==> src/rtl/echo_test_pkg.sv <==
// echo_test_pkg: shared types and helpers for the echo test driver.
//   state_e   - driver FSM states
//   sat_inc   - saturating increment, usable for any counter width <= 64
package echo_test_pkg;

  localparam int WIDTH_DEF = 32;
  localparam int CNT_W_DEF = 16;

  typedef enum logic [1:0] {
    IDLE  = 2'd0,
    RUN   = 2'd1,
    DRAIN = 2'd2,
    DONE  = 2'd3
  } state_e;

  // Counter of width w held in the low bits of v; sticks at all-ones.
  function automatic logic [63:0] sat_inc(input logic [63:0] v, input int w);
    logic [63:0] maxv;
    maxv = (w >= 64) ? '1 : ((64'd1 << w) - 64'd1);
    return (v >= maxv) ? maxv : v + 64'd1;
  endfunction

endpackage

==> src/rtl/echo_test_patgen.sv <==
// echo_test_patgen: arithmetic sequence generator (base, base+step, ...).
//   clk, rst_n - clock, async active-low reset
//   load       - capture base/step; val becomes base next cycle
//   base, step - sequence start and increment
//   adv        - advance val by step (ignored while load is high)
//   val        - current sequence value, wraps mod 2^WIDTH
module echo_test_patgen
  import echo_test_pkg::*;
#(
  parameter int WIDTH = WIDTH_DEF
) (
  input  logic             clk,
  input  logic             rst_n,
  input  logic             load,
  input  logic [WIDTH-1:0] base,
  input  logic [WIDTH-1:0] step,
  input  logic             adv,
  output logic [WIDTH-1:0] val
);

  logic [WIDTH-1:0] val_q, val_d;
  logic [WIDTH-1:0] step_q, step_d;

  always_comb begin
    val_d  = val_q;
    step_d = step_q;
    if (load) begin
      val_d  = base;
      step_d = step;
    end else if (adv) begin
      val_d = val_q + step_q;
    end
  end

  always_ff @(posedge clk or negedge rst_n) begin
    if (!rst_n) begin
      val_q  <= '0;
      step_q <= '0;
    end else begin
      val_q  <= val_d;
      step_q <= step_d;
    end
  end

  assign val = val_q;

endmodule

==> src/rtl/echo_test_driver.sv <==
// echo_test_driver: streams base, base+step, ... into an echo block and
// checks the echoed indications, with a bounded in-flight window.
//   CLK, nRST            - clock, async active-low reset
//   start__ENA/RDY       - start command handshake (count/base/step)
//   enq__ENA/RDY, enq_v  - enqueue toward echo
//   ind__ENA/RDY, ind_v  - echoed indication from echo
//   done                 - one-cycle pulse on entering DONE
//   timed_out            - last run ended by the drain timeout
//   err_count            - mismatches + unsolicited indications (saturating)
//   recv_count           - indications accepted in current/last run
module echo_test_driver
  import echo_test_pkg::*;
#(
  parameter int WIDTH   = WIDTH_DEF,
  parameter int CNT_W   = CNT_W_DEF,
  parameter int MAX_OUT = 4,
  parameter int TIMEOUT = 1024
) (
  input  logic             CLK,
  input  logic             nRST,
  input  logic             start__ENA,
  output logic             start__RDY,
  input  logic [CNT_W-1:0] start_count,
  input  logic [WIDTH-1:0] start_base,
  input  logic [WIDTH-1:0] start_step,
  output logic             enq__ENA,
  output logic [WIDTH-1:0] enq_v,
  input  logic             enq__RDY,
  input  logic             ind__ENA,
  input  logic [WIDTH-1:0] ind_v,
  output logic             ind__RDY,
  output logic             done,
  output logic             timed_out,
  output logic [CNT_W-1:0] err_count,
  output logic [CNT_W-1:0] recv_count
);

  localparam int OUT_W = $clog2(MAX_OUT + 1);
  localparam int TMR_W = $clog2(TIMEOUT + 1);

  state_e           state_q, state_d;
  logic [CNT_W-1:0] count_q, count_d;
  logic [CNT_W-1:0] sent_q, sent_d;
  logic [CNT_W-1:0] recv_q, recv_d;
  logic [CNT_W-1:0] err_q, err_d;
  logic [OUT_W-1:0] out_q, out_d;
  logic [TMR_W-1:0] tmr_q, tmr_d;
  logic             to_q, to_d;
  logic             done_q, done_d;

  logic [WIDTH-1:0] next_val, exp_val;
  logic             start_acc, fire, ind_acc, solicited, err_inc, active;

  assign active     = (state_q == RUN) || (state_q == DRAIN);
  assign start__RDY = (state_q == IDLE) || (state_q == DONE);
  assign ind__RDY   = active;
  assign start_acc  = start__ENA & start__RDY;

  // Depends on flops only, so no path from the indication side.
  assign enq__ENA   = (state_q == RUN) && (sent_q < count_q) &&
                      (out_q < OUT_W'(MAX_OUT));
  assign fire       = enq__ENA & enq__RDY;
  assign ind_acc    = ind__ENA & ind__RDY;
  // An indication with nothing outstanding is an error but must not
  // advance the expected sequence or the receive count.
  assign solicited  = ind_acc && (out_q != '0);
  assign err_inc    = ind_acc && (!solicited || (ind_v != exp_val));

  always_comb begin
    state_d = state_q;
    count_d = count_q;
    sent_d  = sent_q;
    recv_d  = recv_q;
    err_d   = err_q;
    out_d   = out_q;
    tmr_d   = tmr_q;
    to_d    = to_q;
    done_d  = 1'b0;

    if (start_acc) begin
      count_d = start_count;
      sent_d  = '0;
      recv_d  = '0;
      err_d   = '0;
      out_d   = '0;
      tmr_d   = '0;
      to_d    = 1'b0;
      if (start_count == '0) begin
        state_d = DONE;
        done_d  = 1'b1;
      end else begin
        state_d = RUN;
      end
    end else if (active) begin
      if (fire)      sent_d = sent_q + CNT_W'(1);
      if (solicited) recv_d = recv_q + CNT_W'(1);
      case ({fire, solicited})
        2'b10:   out_d = out_q + OUT_W'(1);
        2'b01:   out_d = out_q - OUT_W'(1);
        default: out_d = out_q;
      endcase
      if (err_inc) err_d = CNT_W'(sat_inc(64'(err_q), CNT_W));
      // Drain timer measures silence: any accepted indication restarts it.
      if (ind_acc)                tmr_d = '0;
      else if (state_q == DRAIN)  tmr_d = tmr_q + TMR_W'(1);

      if (solicited && (recv_d == count_q)) begin
        state_d = DONE;
        done_d  = 1'b1;
      end else if ((state_q == DRAIN) && !ind_acc &&
                   (tmr_q == TMR_W'(TIMEOUT - 1))) begin
        state_d = DONE;
        to_d    = 1'b1;
        done_d  = 1'b1;
      end else if ((state_q == RUN) && fire && (sent_d == count_q)) begin
        state_d = DRAIN;
      end
    end
  end

  always_ff @(posedge CLK or negedge nRST) begin
    if (!nRST) begin
      state_q <= IDLE;
      count_q <= '0;
      sent_q  <= '0;
      recv_q  <= '0;
      err_q   <= '0;
      out_q   <= '0;
      tmr_q   <= '0;
      to_q    <= 1'b0;
      done_q  <= 1'b0;
    end else begin
      state_q <= state_d;
      count_q <= count_d;
      sent_q  <= sent_d;
      recv_q  <= recv_d;
      err_q   <= err_d;
      out_q   <= out_d;
      tmr_q   <= tmr_d;
      to_q    <= to_d;
      done_q  <= done_d;
    end
  end

  // Send side walks the sequence on each enqueue, check side on each
  // solicited indication; both reload on start.
  echo_test_patgen #(.WIDTH(WIDTH)) u_send (
    .clk(CLK), .rst_n(nRST), .load(start_acc), .base(start_base),
    .step(start_step), .adv(fire), .val(next_val)
  );

  echo_test_patgen #(.WIDTH(WIDTH)) u_check (
    .clk(CLK), .rst_n(nRST), .load(start_acc), .base(start_base),
    .step(start_step), .adv(solicited), .val(exp_val)
  );

  assign enq_v      = next_val;
  assign done       = done_q;
  assign timed_out  = to_q;
  assign err_count  = err_q;
  assign recv_count = recv_q;

endmodule

==> config.mk <==
export PLATFORM = sky130hd
export DESIGN_NAME = echo_test_driver
export DESIGN_NICKNAME = d
export VERILOG_FILES = /design/src/rtl/echo_test_pkg.sv /design/src/rtl/echo_test_patgen.sv /design/src/rtl/echo_test_driver.sv
export SDC_FILE = /design/constraint.sdc
export NUM_CORES = 1
export LEC_CHECK = 0
export CAP_MARGIN = 15
export CELL_PAD_IN_SITES_DETAIL_PLACEMENT = 0
export CELL_PAD_IN_SITES_GLOBAL_PLACEMENT = 1
export CORE_MARGIN = 2
export CORE_UTILIZATION = 40
export CTS_CLUSTER_DIAMETER = 30
export DETAILED_ROUTE_END_ITERATION = 8
export MAX_ROUTING_LAYER = met4
export PLACE_DENSITY_LB_ADDON = 0.1
export SKIP_LAST_GASP = 1
export SLEW_MARGIN = 15
export SYNTH_ARGS = -nofsm -noshare
export SYNTH_HDL_FRONTEND = slang
export SYNTH_SLANG_ARGS = --single-unit
==> constraint.sdc <==
create_clock -name CLK -period 5.46 [get_ports CLK]
set_input_delay 1.092 -clock CLK [delete_from_list [all_inputs] [get_ports CLK]]
set_output_delay 1.092 -clock CLK [all_outputs]
set_load 0.01 [all_outputs]
==> out/qor.yml, run 1 <==
synth.distinct_cells: 77
fin_crit_sh: 0.815
netlist_area_mm2: 0.0126
final_design_area_no_fill_mm2: 0.0154
ctsHoldBuffers: 0
worstHoldPathType: "flop to flop"
grt_pass1_vias: 11200
r2r-start: "count_q[13]"
finalNonFillerCells: 2075
cp_num_buf_inv: 3
die_h_um: 181
cts_setup_buffers: 0
track_usage: 0.247
r2r_setup_slack_ps: 1570
seq_area_frac_synth: 0.354
row_count: 64
overflow: 0
root_buffer: "clkbuf_16"
globalplace.congestion: 0.919
drcViolationCount: 0
dpl.cell_count: 2041
first_iter_violations: 745
power_density_mw_per_mm2: 717
startpoint: "count_q[13]"
clkTransAtPathRegs_ps: 70
postCtsResizedCells: 0
crit_family: "compound AO/OA/AOI/OAI gates"
cpMostUsedCell: "inv_1"
ant_nets: 0
die_width_um: 181
io_buffers: 185
grt_max_degree: 95
placed_cell_area_mm2: 0.0148
cts_buffer_depth: 2
outcome: "complete, no violations"
cap_violations: 0
slew_violations: 0
crit_fanout: 8
clock_skew_ps: 20.7
critical-path-max-stage-delay_ps: 530
crit_arrival_ps: 3360
vias_per_cell: 5.54
initial_core_util: 0.409
rsz0062_at_grt: "false"
vias: 11500
seq_area_mm2: 0.00445
end_kind: "output port"
min_from: "tmr_q[10]"
crit_type: "flop to output port"
worstPathRequired_ps: 4370
yosysWarnings: 0
synthToLayoutAreaGrowth_pct: 22.2
drive_gt1_frac: 0.0423
fin_nets: 1867
clkSinkCount: 178
place_hpwl_um: 29200
cts-htree-levels: 4
coreArea_mm2: 0.0308
drt_wl_total_um: 39600
tightest_slew_ps: 1120
cp_slowest_cell: "clkdlybuf4s50_1"
multi_input_area_mm2: 0.00772
path_cells: "inv_1 > ha_1 > a21o_1 > a21oi_2 > o211ai_2 > a2111oi_4 > o211a_2 > nor2_1 > inv_1 > clkdlybuf4s50_1"
ir_worst_vdd_v: 0.000330
cp-start-kind: "flop"
fin_crit_ps: 4450
antenna_found_initial: 2
fillers: 2959
cts_tree: "built"
hold_viol: 0
syn_area_per_cell_um2: 8.32
tns_ps: 0
power.leakage_uw: 0.00669
grt_pass1_wl_um: 62300
worstSkewPairLatency_ps: 450
ys.flop_type: "dfrtp_1"
wl_per_cell_um: 19.1
relSlewSlack: 0.252
yosys_register_bits: 178
setup_violations: 0
first_pass_iters: 5
syn-instance-count: 1515
hold_ws_ps: 471
max_freq_mhz: 225
dieArea_mm2: 0.0329
io_pins: 186
cts_buffers: 17
synthArstFlopShare: 1.00
synth_nets: 1718
synth_edf_count: 0
## Yosys cell counts, drive strengths merged (14+ instances only)
master,number,area (um^2)
a211oi,14,115
a21o,34,255
a21oi,133,673
a31oi,23,144
and3,24,150
clkbuf,54,203
dfrtp,178,4450
ha,83,1040
inv,59,221
nand2,260,976
nand3,46,230
nand4,19,119
nor2,96,360
nor3,26,140
nor4,14,87.6
o21ai,115,579
o22ai,33,206
xnor2,74,648
xor2,70,613
## kinds of logic after synthesis
logic type / count (synthesis) / synth area share
and+or+nand+nor: 531 / 0.189
xor gates and xnor gates: 148 / 0.107
buffers and inverters: 123 / 0.0367
AOI/OAI and AO/OA: 439 / 0.218
DFF: 178 / 0.354
muxes: 9 / 0.00745
adders and majority gates: 87 / 0.0880
## worst paths after layout
| kind | cells after the start | end |
|---|---|---|
| worst max-delay path | 10 | enq__ENA |
| worst min-delay path | 1 | tmr_q[10] |
| worst max register to register | 15 | out_q[2] |
| worst min register to register | 1 | tmr_q[10] |
| max in group asynchronous | 2 | u_check.step_q[16] |
| min in group asynchronous | 1 | sent_q[9] |
## sequential cells by signal, summed over array words and instances, names as in the netlist
register and cells:
u_check.step_q 32, u_check.val 32, u_send.val 32, count_q 16
err_count 16, recv_count 16, sent_q 16, tmr_q 11
out_q 3, state_q 2, done 1, timed_out 1
## worst register-to-register path, stage by stage (launching register included)
cell and delay (ps):
dfrtp_1 440, inv_1 160, ha_1 350, a21o_1 180, a21oi_2 140, o211ai_2 140
a2111oi_4 390, o211a_2 390, o21ai_4 230, buf_4 310, nand2_1 120, inv_1 60
fa_1 370, o21ai_0 240, xnor2_1 150, o22ai_1 90
## placed cells by master (no fill, tap or decap), types with 5 or more instances in the layout
cell type / count
a211oi_1: 12
a21o_1: 34
a21oi_1: 130
a22o_1: 11
a31oi_1: 23
and2_1: 5
and3_1: 24
and4_1: 5
buf_4: 8
clkbuf_16: 17
clkbuf_8: 5
clkdlybuf4s50_1: 184
dfrtp_1: 178
ha_1: 82
inv_1: 59
mux2i_1: 6
nand2_1: 259
nand2b_1: 10
nand3_1: 46
nand4_1: 19
nor2_1: 95
nor2b_1: 8
nor3_1: 24
nor4_1: 14
o211ai_1: 8
o21a_1: 10
o21ai_0: 109
o21bai_1: 12
o22ai_1: 33
o31ai_1: 6
or3_1: 8
xnor2_1: 74
xor2_1: 70
## metrics by stage
| stage | power, uW | worst slack (ps) | utilization |
|---|---|---|---|
| detailed placement | 9800 | 1140 | 0.481 |
| CTS | 11100 | 1010 | 0.499 |
| finish | 11000 | 1010 | 0.499 |
| floorplan | 7700 | 2260 | - |
| global route | 12000 | 873 | 0.499 |
| global placement | 9730 | 1200 | 0.481 |
## per-layer routing
| metal | GRT usage | part of all wire |
|---|---|---|
| met5 | - | 0 |
| met4 | 0.0660 | 0.018 |
| met3 | 0.0287 | 0.036 |
| met2 | 0.401 | 0.47 |
| met1 | 0.329 | 0.47 |
## report_power, final
part	leakage (uW)	switching, uW	total (uW)	internal [uW]
Sequential	0.00223	716	2620	1910
Clock	0.000272	575	1210	633
Combinational	0.00420	4090	7200	3120
Total	0.00669	5380	11000	5660
## final cells by class
type                            instances  area share
Inverter                               59      0.0144
Antenna cell                            2    0.000325
Multi-Input combinational cell       1214       0.502
Sequential cell                       178       0.289
Timing Repair Buffer                  194       0.126
Clock buffer                           21      0.0312
Tap cell                              396      0.0322
Clock inverter                         11     0.00504
(Power assumes the default switching activity.)
==> run 2, diff against run 1 <==
- CORE_UTILIZATION: 40 -> 38
- clock period: 5.46 -> 3.6 ns (I/O delays scaled with it)
==> out/qor.yml, run 2 (synthesis results as in run 1) <==
outcome: "complete, no violations"
crit_fanout: 6  # -2
globalplace.congestion: 0.920  # +0.17%
swShare: 0.482  # -0.00542
track_usage: 0.249  # +0.00220
synthToLayoutAreaGrowth_pct: 26.2
fin_ws_ps: 225  # -785 ps
place_hpwl_um: 31200  # +6.8%
grt_pass1_wl_um: 64200  # +3.1%
p_comb_frac: 0.663  # +0.010
worstRegToRegCells: 12  # -3
power_density_mw_per_mm2: 1090  # +53%
coreArea_mm2: 0.0326  # +5.8%
root_buffer: "clkbuf_16"
drcViolationCount: 0  # unchanged
finalNonFillerCells: 2171  # +4.6%
first_pass_iters: 5  # unchanged
power_frac_clock: 0.109  # about the same
place_ws_ps: 109  # -1030 ps
io_pins: 186  # unchanged
utilization: 0.487  # -0.0120
drive_gt1_frac: 0.0707  # +0.0283
worstSkewPairLatency_ps: 460  # about the same
antenna_found_initial: 3  # +1
first_iter_violations: 664  # -11%
crit_arrival_ps: 3760  # +400 ps
drt_wl_total_um: 41300  # +4.3%
r2r-start: "u_check.val[6]"
crit_family: "compound AO/OA/AOI/OAI gates"
wl_per_cell_um: 19.0  # -0.36%
worst_r2r_endpoint: "u_check.val[31]"
rsz0062_at_grt: "true"
cts-htree-levels: 4  # unchanged
cap_violations: 0  # unchanged
layout_common_cells: "259 x nand2_1, 183 x clkdlybuf4s50_1, 178 x dfrtp_1, 130 x a21oi_1, 109 x o21ai_0"
setup_violations: 0  # unchanged
fin_crit_sh: 0.937
ir_worst_vdd_v: 0.000499  # +52%
p_int_uw: 9010  # +59%
slew_violations: 0  # unchanged
dieArea_mm2: 0.0346  # +5.1%
cp_slowest_cell: "dfrtp_1"
initial_core_util: 0.386  # -0.0224
clkTransAtPathRegs_ps: 80  # about the same
cp-start-kind: "flop"
hold_viol: 0  # unchanged
vias_per_cell: 5.41  # -2.2%
fin_crit_ps: 3370
max_freq_mhz: 296
p_switching_uw: 8380  # +56%
path_cells: "ha_1 > a2111oi_1 > o21ai_1 > a221oi_2 > o211ai_1 > a211oi_2 > o211ai_1 > a31o_2 > a21oi_1 > xor2_1 > or3_1 > a31oi_1"
clkSinkCount: 178  # unchanged
grt_pass1_vias: 11500  # +2.2%
row_count: 66  # +3.1%
power.leakage_uw: 0.00696  # +3.9%
vias: 11800  # +2.3%
io_buffers: 185  # unchanged
die_width_um: 186  # +2.5%
worstPathRequired_ps: 3980  # -390 ps
cts_buffers: 17  # unchanged
share_seq_of_total_power: 0.228  # -0.010
dpl.cell_count: 2129  # +4.3%
power.total_uw: 17400  # +58%
relSlewSlack: 0.592  # +0.339
die_h_um: 186  # +2.5%
ant_nets: 0  # unchanged
cts_tree: "built"
r2r_setup_slack_ps: 230  # -1340 ps
tightest_slew_ps: 613  # -509 ps
crit_type: "flop to flop"
fin_nets: 1916  # +2.6%
cts_buffer_depth: 2  # unchanged
overflow: 0  # unchanged
grt_max_degree: 65  # -32%
cp_num_buf_inv: 0  # -3
hold_ws_ps: 268  # -203 ps
cpMostUsedCell: "o211ai_1"
end_kind: "flop"
critical-path-max-stage-delay_ps: 410  # -120 ps
final_common_cell: "nand2_1"
clock_skew_ps: 13.3  # -7.34 ps
worstHoldPathType: "input pin to async pin"
ctsHoldBuffers: 0  # unchanged
-- run 2: changes by cell type in the layout (fill, tap and decap cells not counted), moves of 2 or more --
cell,before,now
buf_4,8,55
buf_12,1,3
inv_6,2,4
clkbuf_8,5,3
clkinv_2,4,1
-- run 2: worst max-delay path by stage --
stage | to | slack [ps] | cells after the start | startpoint
after floorplan | out_q[2] | 400 | 15 | count_q[13]
after global placement | state_q[1] | 130 | 13 | ind__ENA
after detailed placement | enq__ENA | 110 | 10 | count_q[13]
after CTS | enq__ENA | 30 | 10 | count_q[5]
after global routing | u_check.val[31] | -60 | 12 | u_check.val[6]
final | u_check.val[31] | 230 | 12 | u_check.val[6]
-- run 2: cell type report --
| type | count | area (um^2) |
|---|---|---|
| tap | 442 | 553 |
| clock buffer | 20 | 457 |
| multi-input combinational | 1214 | 7750 |
| sequential | 178 | 4450 |
| clock inverter | 12 | 120 |
| timing repair buffer | 243 | 2330 |
| inverter | 59 | 221 |
| fill | 3204 | 16700 |
| antenna | 3 | 7.51 |
-- run 2: metal layers --
layer  vias to the layer above  routed length, um  GRT usage
met5                         -                  0          -
met4                         0               1060     0.0778
met3                        42               1750     0.0395
met2                       259              19200      0.396
met1                      5668              19200      0.327
li1                       5781                  -          -
-- run 2: power groups by stage --
stage / Combinational, uW / Clock [uW] / Sequential, uW
floorplan: 7970 / 0 / 3710
global placement: 11200 / 0 / 4000
detailed placement: 11300 / 0 / 3990
CTS: 11500 / 1940 / 3970
global route: 12900 / 2020 / 4080
finish: 11500 / 1890 / 3970
-- run 2: what timing repair did --
item,CTS,global route
endpoints found under the hold margin,0,0
resized for setup,4,3
pin swaps,2,1
setup buffers,4,3
setup endpoints to repair,1,2
-- run 2: metrics by stage --
stage | area [um^2] | setup TNS (ps)
6_report | 15900 | 0
5_1_grt | 15900 | -90.2
4_1_cts | 15900 | 0
3_5_place_dp | 15200 | 0
3_3_place_gp | 15200 | 0
2_1_floorplan | 12600 | 0
==> run 3, diff against run 2 <==
- CAP_MARGIN: 15 -> 10
==> results of run 3 <==
The final DEF is identical to that of run 2; final timing and power are the same.
